===== src/rtl/alarm_clock_multi_pkg.sv =====
// Shared types and constants for the multi-alarm clock core.
package alarm_clk_pkg;

    typedef struct packed {
        logic [4:0] hh;
        logic [5:0] mm;
        logic [5:0] ss;
    } time_t;

    typedef enum logic [1:0] {
        IDLE    = 2'd0,
        RINGING = 2'd1,
        SNOOZED = 2'd2
    } ring_state_t;

    localparam logic [4:0] MAX_HH = 5'd23;
    localparam logic [5:0] MAX_MM = 6'd59;
    localparam logic [5:0] MAX_SS = 6'd59;

    function automatic logic [5:0] inc_wrap(input logic [5:0] v, input logic [5:0] max_v);
        return (v >= max_v) ? 6'd0 : v + 6'd1;
    endfunction

    function automatic logic [4:0] inc_hh(input logic [4:0] v);
        return (v >= MAX_HH) ? 5'd0 : v + 5'd1;
    endfunction

endpackage


===== src/rtl/alarm_clock_multi_if.sv =====
// Button/enable inputs and display/alarm outputs of the alarm clock core.
interface alarm_clock_multi_if #(
    parameter int N_ALARMS = 4
) ();
    localparam int SEL_W = $clog2(N_ALARMS + 1);
    localparam int ID_W  = (N_ALARMS > 1) ? $clog2(N_ALARMS) : 1;

    logic [SEL_W-1:0]    sel;
    logic                inc_hr;
    logic                inc_min;
    logic                snooze;
    logic [N_ALARMS-1:0] alarm_en;
    logic                alarm;
    logic [ID_W-1:0]     alarm_id;
    logic                sec_tick;
    logic [16:0]         disp_time;

    modport master (
        output sel, inc_hr, inc_min, snooze, alarm_en,
        input  alarm, alarm_id, sec_tick, disp_time
    );

    modport slave (
        input  sel, inc_hr, inc_min, snooze, alarm_en,
        output alarm, alarm_id, sec_tick, disp_time
    );
endinterface


===== src/rtl/alarm_clock_multi_tick_gen.sv =====
// Seconds prescaler: tick_due_o flags the terminal count, sec_tick_o pulses the cycle after.
module tick_gen #(
    parameter int CLK_FREQ = 100_000_000
) (
    input  logic clk,
    input  logic reset,
    input  logic clr_i,
    output logic tick_due_o,
    output logic sec_tick_o
);
    localparam int CW = (CLK_FREQ > 1) ? $clog2(CLK_FREQ) : 1;
    localparam logic [CW-1:0] LAST = CW'(CLK_FREQ - 1);

    logic [CW-1:0] cnt_q;
    logic          sec_tick_q;

    assign tick_due_o = (cnt_q == LAST);
    assign sec_tick_o = sec_tick_q;

    always_ff @(posedge clk) begin
        if (reset) begin
            cnt_q      <= '0;
            sec_tick_q <= 1'b0;
        end else if (clr_i) begin
            cnt_q      <= '0;
            sec_tick_q <= 1'b0;
        end else begin
            cnt_q      <= tick_due_o ? '0 : cnt_q + 1'b1;
            sec_tick_q <= tick_due_o;
        end
    end
endmodule


===== src/rtl/alarm_clock_multi.sv =====
// 24 h clock with N settable alarms and a ring/snooze controller.
// Optional build macro ALARM_AUTOSNOOZE_EN: ring timeout re-enters snooze instead of idle.
module alarm_clock_multi
    import alarm_clk_pkg::*;
#(
    parameter int CLK_FREQ   = 100_000_000,
    parameter int N_ALARMS   = 4,
    parameter int RING_SECS  = 60,
    parameter int SNOOZE_MIN = 5
) (
    input  logic              clk,
    input  logic              reset,
    alarm_clock_multi_if.slave bus
);
    localparam int ID_W = (N_ALARMS > 1) ? $clog2(N_ALARMS) : 1;
    localparam int RC_W = $clog2(RING_SECS + 1);
    localparam int SZ_W = $clog2(SNOOZE_MIN * 60 + 1);
    localparam logic [RC_W-1:0] RING_LAST = RC_W'(RING_SECS - 1);
    localparam logic [SZ_W-1:0] SNZ_LOAD  = SZ_W'(SNOOZE_MIN * 60);

    localparam logic [1:0] S_IDLE    = IDLE;
    localparam logic [1:0] S_RINGING = RINGING;
    localparam logic [1:0] S_SNOOZED = SNOOZED;

    logic hr_prev_q, min_prev_q, snz_prev_q;
    logic hr_edge, min_edge, snz_edge;
    logic sel_clk, clk_edit;
    logic tick_due, sec_tick;
    logic [N_ALARMS-1:0] alm_wr;

    time_t time_q, time_d;
    time_t disp_q, disp_d;
    logic [4:0] alm_hh_q [N_ALARMS];
    logic [5:0] alm_mm_q [N_ALARMS];

    logic [1:0]      state_q, state_d;
    logic [ID_W-1:0] id_q, id_d;
    logic [RC_W-1:0] ring_q, ring_d;
    logic [SZ_W-1:0] snz_q, snz_d;
    logic            match;
    logic [ID_W-1:0] match_id;
    logic            en_cur;

    assign hr_edge  = bus.inc_hr  & ~hr_prev_q;
    assign min_edge = bus.inc_min & ~min_prev_q;
    assign snz_edge = bus.snooze  & ~snz_prev_q;
    assign sel_clk  = (bus.sel == '0);
    assign clk_edit = sel_clk & (hr_edge | min_edge);

    tick_gen #(.CLK_FREQ(CLK_FREQ)) u_tick (
        .clk        (clk),
        .reset      (reset),
        .clr_i      (clk_edit),
        .tick_due_o (tick_due),
        .sec_tick_o (sec_tick)
    );

    // An edit wins over a tick due in the same cycle; the prescaler restarts too.
    always_comb begin
        time_d = time_q;
        if (clk_edit) begin
            if (hr_edge)  time_d.hh = inc_hh(time_q.hh);
            if (min_edge) time_d.mm = inc_wrap(time_q.mm, MAX_MM);
            time_d.ss = 6'd0;
        end else if (tick_due) begin
            time_d.ss = inc_wrap(time_q.ss, MAX_SS);
            if (time_q.ss == MAX_SS) begin
                time_d.mm = inc_wrap(time_q.mm, MAX_MM);
                if (time_q.mm == MAX_MM) time_d.hh = inc_hh(time_q.hh);
            end
        end
    end

    always_comb begin
        alm_wr = '0;
        disp_d = time_q;
        for (int k = 0; k < N_ALARMS; k++) begin
            if (int'(bus.sel) == k + 1) begin
                alm_wr[k] = 1'b1;
                disp_d    = '{hh: alm_hh_q[k], mm: alm_mm_q[k], ss: 6'd0};
            end
        end
    end

    // Descending scan so the lowest matching index is the one kept.
    always_comb begin
        match    = 1'b0;
        match_id = '0;
        if (sec_tick && time_q.ss == 6'd0) begin
            for (int k = N_ALARMS - 1; k >= 0; k--) begin
                if (bus.alarm_en[k] && alm_hh_q[k] == time_q.hh && alm_mm_q[k] == time_q.mm) begin
                    match    = 1'b1;
                    match_id = ID_W'(k);
                end
            end
        end
    end

    assign en_cur = bus.alarm_en[id_q];

    always_comb begin
        state_d = state_q;
        id_d    = id_q;
        ring_d  = ring_q;
        snz_d   = snz_q;
        case (state_q)
            S_IDLE: begin
                if (match) begin
                    state_d = S_RINGING;
                    id_d    = match_id;
                    ring_d  = '0;
                end
            end
            S_RINGING: begin
                if (!en_cur) begin
                    state_d = S_IDLE;
                end else if (snz_edge) begin
                    state_d = S_SNOOZED;
                    snz_d   = SNZ_LOAD;
                end else if (sec_tick) begin
                    if (ring_q == RING_LAST) begin
`ifdef ALARM_AUTOSNOOZE_EN
                        state_d = S_SNOOZED;
                        snz_d   = SNZ_LOAD;
`else
                        state_d = S_IDLE;
`endif
                    end else begin
                        ring_d = ring_q + 1'b1;
                    end
                end
            end
            S_SNOOZED: begin
                if (!en_cur) begin
                    state_d = S_IDLE;
                end else if (match) begin
                    state_d = S_RINGING;
                    id_d    = match_id;
                    ring_d  = '0;
                end else if (sec_tick) begin
                    if (snz_q <= SZ_W'(1)) begin
                        state_d = S_RINGING;
                        ring_d  = '0;
                    end else begin
                        snz_d = snz_q - 1'b1;
                    end
                end
            end
            default: state_d = S_IDLE;
        endcase
    end

    always_ff @(posedge clk) begin
        if (reset) begin
            hr_prev_q  <= 1'b1;
            min_prev_q <= 1'b1;
            snz_prev_q <= 1'b1;
            time_q     <= '0;
            disp_q     <= '0;
            state_q    <= S_IDLE;
            id_q       <= '0;
            ring_q     <= '0;
            snz_q      <= '0;
            for (int k = 0; k < N_ALARMS; k++) begin
                alm_hh_q[k] <= '0;
                alm_mm_q[k] <= '0;
            end
        end else begin
            hr_prev_q  <= bus.inc_hr;
            min_prev_q <= bus.inc_min;
            snz_prev_q <= bus.snooze;
            time_q     <= time_d;
            disp_q     <= disp_d;
            state_q    <= state_d;
            id_q       <= id_d;
            ring_q     <= ring_d;
            snz_q      <= snz_d;
            for (int k = 0; k < N_ALARMS; k++) begin
                if (alm_wr[k]) begin
                    if (hr_edge)  alm_hh_q[k] <= inc_hh(alm_hh_q[k]);
                    if (min_edge) alm_mm_q[k] <= inc_wrap(alm_mm_q[k], MAX_MM);
                end
            end
        end
    end

    assign bus.alarm     = (state_q == S_RINGING);
    assign bus.alarm_id  = id_q;
    assign bus.sec_tick  = sec_tick;
    assign bus.disp_time = disp_q;
endmodule


===== src/flat_wrapper.sv =====
// flat-port wrapper written by rule: the top's interface ports become plain ports
module alarm_clock_multi_flat import alarm_clk_pkg::*;
#(
    parameter int CLK_FREQ   = 100_000_000,
    parameter int N_ALARMS   = 4,
    parameter int RING_SECS  = 60,
    parameter int SNOOZE_MIN = 5
)
  (clk, reset, bus_sel, bus_inc_hr, bus_inc_min, bus_snooze, bus_alarm_en, bus_alarm, bus_alarm_id, bus_sec_tick, bus_disp_time);
  alarm_clock_multi_if #(.N_ALARMS(N_ALARMS)) bus_i ();
  input  logic clk;
  input  logic reset;
  input wire logic [$bits(bus_i.sel)-1:0] bus_sel;
  input wire logic [$bits(bus_i.inc_hr)-1:0] bus_inc_hr;
  input wire logic [$bits(bus_i.inc_min)-1:0] bus_inc_min;
  input wire logic [$bits(bus_i.snooze)-1:0] bus_snooze;
  input wire logic [$bits(bus_i.alarm_en)-1:0] bus_alarm_en;
  output wire logic [$bits(bus_i.alarm)-1:0] bus_alarm;
  output wire logic [$bits(bus_i.alarm_id)-1:0] bus_alarm_id;
  output wire logic [$bits(bus_i.sec_tick)-1:0] bus_sec_tick;
  output wire logic [$bits(bus_i.disp_time)-1:0] bus_disp_time;
  assign bus_i.sel = bus_sel;
  assign bus_i.inc_hr = bus_inc_hr;
  assign bus_i.inc_min = bus_inc_min;
  assign bus_i.snooze = bus_snooze;
  assign bus_i.alarm_en = bus_alarm_en;
  assign bus_alarm = bus_i.alarm;
  assign bus_alarm_id = bus_i.alarm_id;
  assign bus_sec_tick = bus_i.sec_tick;
  assign bus_disp_time = bus_i.disp_time;
  alarm_clock_multi #(.CLK_FREQ(CLK_FREQ), .N_ALARMS(N_ALARMS), .RING_SECS(RING_SECS), .SNOOZE_MIN(SNOOZE_MIN)) u_core (.clk(clk), .reset(reset), .bus(bus_i));
endmodule

===== config.mk =====
export PLATFORM = sky130hd
export DESIGN_NAME = alarm_clock_multi_flat
export DESIGN_NICKNAME = d
export VERILOG_FILES = /design/src/rtl/alarm_clock_multi_pkg.sv /design/src/rtl/alarm_clock_multi_if.sv /design/src/rtl/alarm_clock_multi_tick_gen.sv /design/src/rtl/alarm_clock_multi.sv /design/src/flat_wrapper.sv
export SDC_FILE = /design/constraint.sdc
export NUM_CORES = 1
export LEC_CHECK = 0
export BUFFER_PORTS_ARGS = -buffer_cell sky130_fd_sc_hd__buf_2
export CORE_MARGIN = 8
export CORE_UTILIZATION = 56
export CTS_CLUSTER_DIAMETER = 50
export CTS_CLUSTER_SIZE = 14
export DETAILED_ROUTE_END_ITERATION = 10
export PLACE_DENSITY = 0.77
export SLEW_MARGIN = 20
export SYNTH_ARGS = -nofsm -noshare
export SYNTH_HDL_FRONTEND = slang
export SYNTH_SLANG_ARGS = --single-unit
export TNS_END_PERCENT = 50

===== constraint.sdc =====
create_clock -name clk -period 2.54 [get_ports clk]
set_input_delay 0 -clock clk [delete_from_list [all_inputs] [get_ports clk]]
set_output_delay 0 -clock clk [all_outputs]
set_load 0.005 [all_outputs]

=== Word level (Yosys, flattened, before mapping) ===
Memories as Yosys holds them, arrays and structs flattened.
Cells that the tools add are included.

* Flip-flop bits (word level): 84
* RAM bits: 44
* Input port bits: 12
* Output and inout bits: 21
* Logic and storage cells: 226
* Memories: 2

{| class="wikitable"
|+ Memories
! memory !! words !! bits a word !! read ports !! clocked after Yosys merged registers in !! write ports !! line !! RTL
|-
| u_core.alm_mm_q || 4 || 6 || 4 || 0 || 4 || alarm_clock_multi.sv:34 || <nowiki>logic [5:0] alm_mm_q [N_ALARMS];</nowiki>
|-
| u_core.alm_hh_q || 4 || 5 || 4 || 0 || 4 || alarm_clock_multi.sv:33 || <nowiki>logic [4:0] alm_hh_q [N_ALARMS];</nowiki>
|}

* $add $sub $neg: 14
* $lt $le $gt $ge: 13
* Equality and inequality tests: 36
* Muxes and demuxes: 103
* Bitwise gates (word level): 16
* Reduce and logical (&&, ||, !) cells: 27

{| class="wikitable"
|+ Operators by type and width
! kind !! number
|-
| 6-bit 2-to-1 mux || 20
|-
| 17-bit 2-to-1 mux || 6
|-
| 5-bit 2-to-1 mux || 11
|-
| 9-bit 2-to-1 mux || 6
|-
| 6-bit by 1-bit adder with 6-bit output, second input constant || 7
|-
| 1-bit 2-to-1 mux || 38
|-
| 6-bit >= comparator, second input constant || 6
|-
| 2-bit 2-to-1 mux || 16
|-
| 27-bit by 1-bit adder with 27-bit output, second input constant || 1
|-
| 27-bit equality test, second input constant || 1
|-
| 5-bit by 1-bit adder with 5-bit output, second input constant || 5
|-
| 5-bit >= comparator, second input constant || 5
|-
| 6-bit equality test || 4
|-
| 5-bit equality test || 4
|-
| 6-bit equality test, second input constant || 3
|-
| 6-bit case mux with 3 select lines || 1
|-
| 9-bit case mux with 2 select lines || 1
|-
| 4-bit by 3-bit inequality test with 1-bit output, second input constant || 4
|-
| 2-bit by 1-bit inequality test with 1-bit output, second input constant || 7
|-
| 11-bit 2-to-1 mux || 1
|-
| 2-bit inequality test, second input constant || 5
|-
| 2-bit nonzero test || 5
|-
| 3-bit equality test, second input constant || 3
|-
| 9-bit by 1-bit <= comparator with 1-bit output, second input constant || 1
|-
| other kinds (27) || 48
|}

=== Logic depth before layout (Yosys ltp) ===
* Depth after elaboration: 11
* Gate-level depth with buffers: 9
* Depth with buffers taken out: 9

=== Hierarchy ===
Synthesis repeated with hierarchy kept, for this count alone.

* Cell total of the unflattened synthesis: 768
* Area, all modules: 7,055.5 um2

{| class="wikitable"
|+ By module, submodules not included
! module !! instances !! cells each !! area each (um2) !! sequential area each (um2)
|-
| alarm_clock_multi || 1 || 621 || 5,710.5 || 2,442.3
|-
| tick_gen || 1 || 147 || 1,345.0 || 560.5
|}

=== Worst setup path after synthesis ===
No wires, ideal clock.

* Path type: reg-to-reg
* From: register u_core.u_tick.cnt_q[0]
* To: register u_core.time_q[11] in the netlist's numbering
* Setup time: 0.115 ns
* Data arrival time: 2.087 ns
* Data required time: 2.425 ns
* Slack: 0.337 ns
* Cell stages (with the launch flop): 9
* Path buffers: 0
* Clock period less this slack: 2.203 ns
* Path through: dfxtp_1 ha_1 and4_1 nand4_1 nor4_4 a31o_2 o21ai_1 nand2_1 o21ba_2

* Longest elaborated chain between the ends: 3

{| class="wikitable"
|+ Ends and longest elaborated chain
! element !! line !! RTL
|-
| start: declaration || alarm_clock_multi_tick_gen.sv:14 || <nowiki>logic [CW-1:0] cnt_q;</nowiki>
|-
| start signal: assignment || alarm_clock_multi_tick_gen.sv:28 || <nowiki>cnt_q <= tick_due_o ? '0 : cnt_q + 1'b1;</nowiki>
|-
| 27-bit equality test || alarm_clock_multi_tick_gen.sv:17 || <nowiki>assign tick_due_o = (cnt_q == LAST);</nowiki>
|-
| 2-bit nonzero test (no source line) || n/a ||
|-
| 3-bit AND reduction (no source line) || n/a ||
|-
| end signal: assignment || alarm_clock_multi.sv:172 || <nowiki>time_q <= time_d;</nowiki>
|-
| end: declaration || alarm_clock_multi.sv:31 || <nowiki>time_t time_q, time_d;</nowiki>
|}

Every way passes these cells.
A chain may end at the register's enable or synchronous reset.

=== Worst setup path after layout ===
* From: register u_core.id_q[0], in the netlist u_core.bus.alarm_id[0]
* To: register u_core.ring_q[0]

* Longest elaborated chain between the ends: 4
* Elaborated cells on any way between the ends: 5
* Those cells by class: 2 x eq/ne; 2 x mux; 1 x reduce/logical

{| class="wikitable"
|+ Ends and longest elaborated chain
! element !! line !! RTL
|-
| start: declaration || alarm_clock_multi.sv:37 || <nowiki>logic [ID_W-1:0] id_q, id_d;</nowiki>
|-
| start signal: assignment || alarm_clock_multi.sv:175 || <nowiki>id_q <= id_d;</nowiki>
|-
| 1-bit binary-select mux with 2-bit select * || alarm_clock_multi.sv:99 || <nowiki>assign en_cur = bus.alarm_en[id_q];</nowiki>
|-
| 1-bit 2-to-1 mux (not written as such) * || alarm_clock_multi.sv:99 ||
|-
| 2-bit by 1-bit inequality test with 1-bit output (no source line) || n/a ||
|-
| 9-bit AND reduction (no source line) * || n/a ||
|-
| end signal: assignment || alarm_clock_multi.sv:176 || <nowiki>ring_q <= ring_d;</nowiki>
|-
| end: declaration || alarm_clock_multi.sv:38 || <nowiki>logic [RC_W-1:0] ring_q, ring_d;</nowiki>
|}

Mark *: on every way between the ends. The rest lies on a longest branch, timed or not. The select of a mux whose other input is x is not followed.

==> impl_metrics.tcl <==
set metrics [dict create \
    vias_per_cell 5.92 \
    numPortBuffers 32 \
    power_frac_comb 0.054 \
    cts_tree "done" \
    seq_power_share 0.448 \
    die_area_sq_um 16300 \
    fin_crit_sh 0.942 \
    wl_met1_mm 7.06 \
    coreArea_sq_um 12100 \
    start_util 0.578 \
    drt-initial-drc-count 594 \
    cts-root-to-sink-buffers 2 \
    grt_max_degree 27 \
    cp_data_arrival_time_ps 2740 \
    htree_levels 4 \
    crit_fanout 8 \
    numCtsBuffers 17 \
    antenna_found_initial 0 \
    crit_type "reg2reg" \
    wire_per_inst_um 16.8 \
    ys_async_sr_fraction 0 \
    power.leakage_uw 0.00291 \
    die_x_um 128 \
    cp.required_ps 2890 \
    switching_power_uw 1090 \
    hold_class "in2reg" \
    synth_top_cell_by_area "dfxtp_1" \
    synth_cell_types 62 \
    yosys_warnings 0 \
    cts.clk_slew.worst_paths_ps 60 \
    cp-end-kind "flip-flop" \
    final_cells 990 \
    routed_wirelength_mm 16.6 \
    setup_violations 0 \
    grt.overflow.total 0 \
    hold-worst-slack_ps 173 \
    syn-cell-area_sq_um 6970 \
    p_int_uw 3870 \
    p_sw_frac 0.219 \
    die_y_um 128 \
    syn_area_per_cell_sq_um 9.06 \
    via_count 5861 \
    clk_latency_ps 420 \
    met3WireLength_mm 1.11 \
    synth_edf_count 44 \
    cts.sinks 128 \
    min_period_ps 2390 \
    area_delta_synth_final_pct 14.5 \
    grt_pass1_vias 5726 \
    met2WireLength_mm 7.87 \
    fin_skew_ps 13.6 \
    max_freq_mhz 418 \
    antenna_cells 0 \
    dp.cells 954 \
    final_util 0.662 \
    maxCapViolCount 0 \
    synth_top_area_frac 0.241 \
    ys_seq_area_frac 0.431 \
    root_buffer "clkbuf_16" \
    drive_gt1_frac 0.139 \
    gp_congestion 0.982 \
    grt_usage 0.213 \
    syn_nets 798 \
    highest_layer "met4" \
    slew_viol_final 0 \
    rsz0062_at_grt "no" \
    rows 40 \
    cts_resized 0 \
    mostFrequentLayoutCell "nor2_1" \
    synth_cells 770 \
    final_area_sq_um 7980 \
    power_frac_clock 0.498 \
    final_nets 837 \
    setup_tns_ps 0 \
    mostFrequentLayoutCells "139 x nor2_1, 84 x dfxtp_1, 66 x xnor2_1, 45 x nand2_1, 44 x edfxtp_1" \
    ys_top_cells_by_area "dfxtp_1 24%, edfxtp_1 19%, xnor2_1 8.3%" \
    hold_violations 0 \
    synth_flop_cell "dfxtp_1" \
    status "finished, final reports clean" \
    start_kind "flip-flop" \
    powerDensity_nw_per_um2 621 \
    dr.pass1.iters 5 \
    drcViolationCount 0 \
    dp_hpwl_mm 12.3 \
    ant_nets 0 \
    irDropWorstVdd_mv 0.402 \
    worst_pin_slew_ps 935 \
    place_area_sq_um 7330 \
    grt_pass1_wl_mm 27.7 \
    max-slew-margin-rel 0.377 \
    yosys_register_bits 128 \
    ios 33 \
]
[synthesized netlist by cell type, types with 4 or more instances]
master,number
o211ai_1,4
nor3_1,16
clkbuf_1,22
and4_1,6
nor2_1,139
nand3_1,36
edfxtp_1,44
xnor2_1,66
ha_1,16
o21ai_0,21
nor4_1,4
and3_1,5
dfxtp_1,84
nand4_1,27
and2_1,7
or2_2,4
xor2_1,36
or3_1,8
a21oi_1,24
nand2b_1,5
o2111ai_1,5
inv_1,22
nor2b_1,10
mux2i_1,14
a311oi_1,7
a211oi_1,24
buf_2,15
nand2_1,45
a31oi_1,5
[critical path: stages (launching register included)]
cell and delay (ps):
dfxtp_1 380, mux4_2 640, and2_2 250, and4_1 190
a31oi_1 200, o21ai_1 220, mux2_2 320, nor2_1 120
[state kept, by name (all words and copies together), names as in the netlist]
register / count
u_core.u_tick.sec_tick_o: 1
u_core.alm_mm_q: 24
u_core.bus.disp_time: 17
u_core.state_q: 2
u_core.u_tick.cnt_q: 27
u_core.snz_q: 9
u_core.snz_prev_q: 1
u_core.ring_q: 6
u_core.bus.alarm_id: 2
u_core.alm_hh_q: 20
u_core.hr_prev_q: 1
u_core.min_prev_q: 1
u_core.time_q: 17
[path summary, 6_finish.rpt]
kind                          startpoint                      to  slack, ps  cells past startpoint
setup reg to reg  u_core.bus.alarm_id[0]        u_core.ring_q[0]        150                      7
setup / recovery  u_core.bus.alarm_id[0]        u_core.ring_q[0]        150                      7
hold reg to reg   u_core.u_tick.cnt_q[0]  u_core.u_tick.cnt_q[0]        460                      1
hold / removal                bus_sel[2]   u_core.alm_mm_q[3][1]        170                      3
[cell type report]
| cell class | count | area [sq um] |
|---|---|---|
| Clock inverter | 8 | 67.6 |
| Multi-Input combinational cell | 578 | 3670 |
| Sequential cell | 128 | 3000 |
| Tap cell | 168 | 210 |
| Fill cell | 938 | 4080 |
| Inverter | 22 | 82.6 |
| Clock buffer | 24 | 546 |
| Timing Repair Buffer | 62 | 408 |
[logic make-up after synthesis]
family / Yosys count / synth area share
flip-flops: 128 / 0.431
multiplexers: 18 / 0.0282
AO/OA/AOI/OAI: 111 / 0.107
AND/OR/NAND/NOR: 331 / 0.233
adder cells (fa/ha/maj): 16 / 0.0287
XOR/XNOR: 102 / 0.128
buffers and inverters: 64 / 0.0436
[power by group through the flow]
stage / Clock [uW] / Sequential (uW) / Combinational (uW)
floorplan: 0 / 2240 / 182
global placement: 0 / 2260 / 254
detailed placement: 0 / 2260 / 261
CTS: 2500 / 2220 / 268
global route: 2580 / 2220 / 296
finish: 2470 / 2220 / 270
[routing by layer]
metal  vias to the layer above  global-route usage
li1                       2791                   -
met4                         0               0.110
met3                        48              0.0595
met2                       225               0.346
met1                      2797               0.252
met5                         -                   0
[metrics by stage]
step                total power (uW)  worst slack, ps
floorplan                       2420              337
global placement                2510              291
detailed placement              2520              156
CTS                             4990              151
global route                    5100             9.97
finish                          4960              147
[what timing repair did]
action / CTS / global route
hold buffers: 4 / 0
hold endpoints to repair: 5 / 0
setup endpoints to repair: 0 / 0
setup buffers: 0 / 0
No activity file was read; power rests on OpenSTA's default activity.
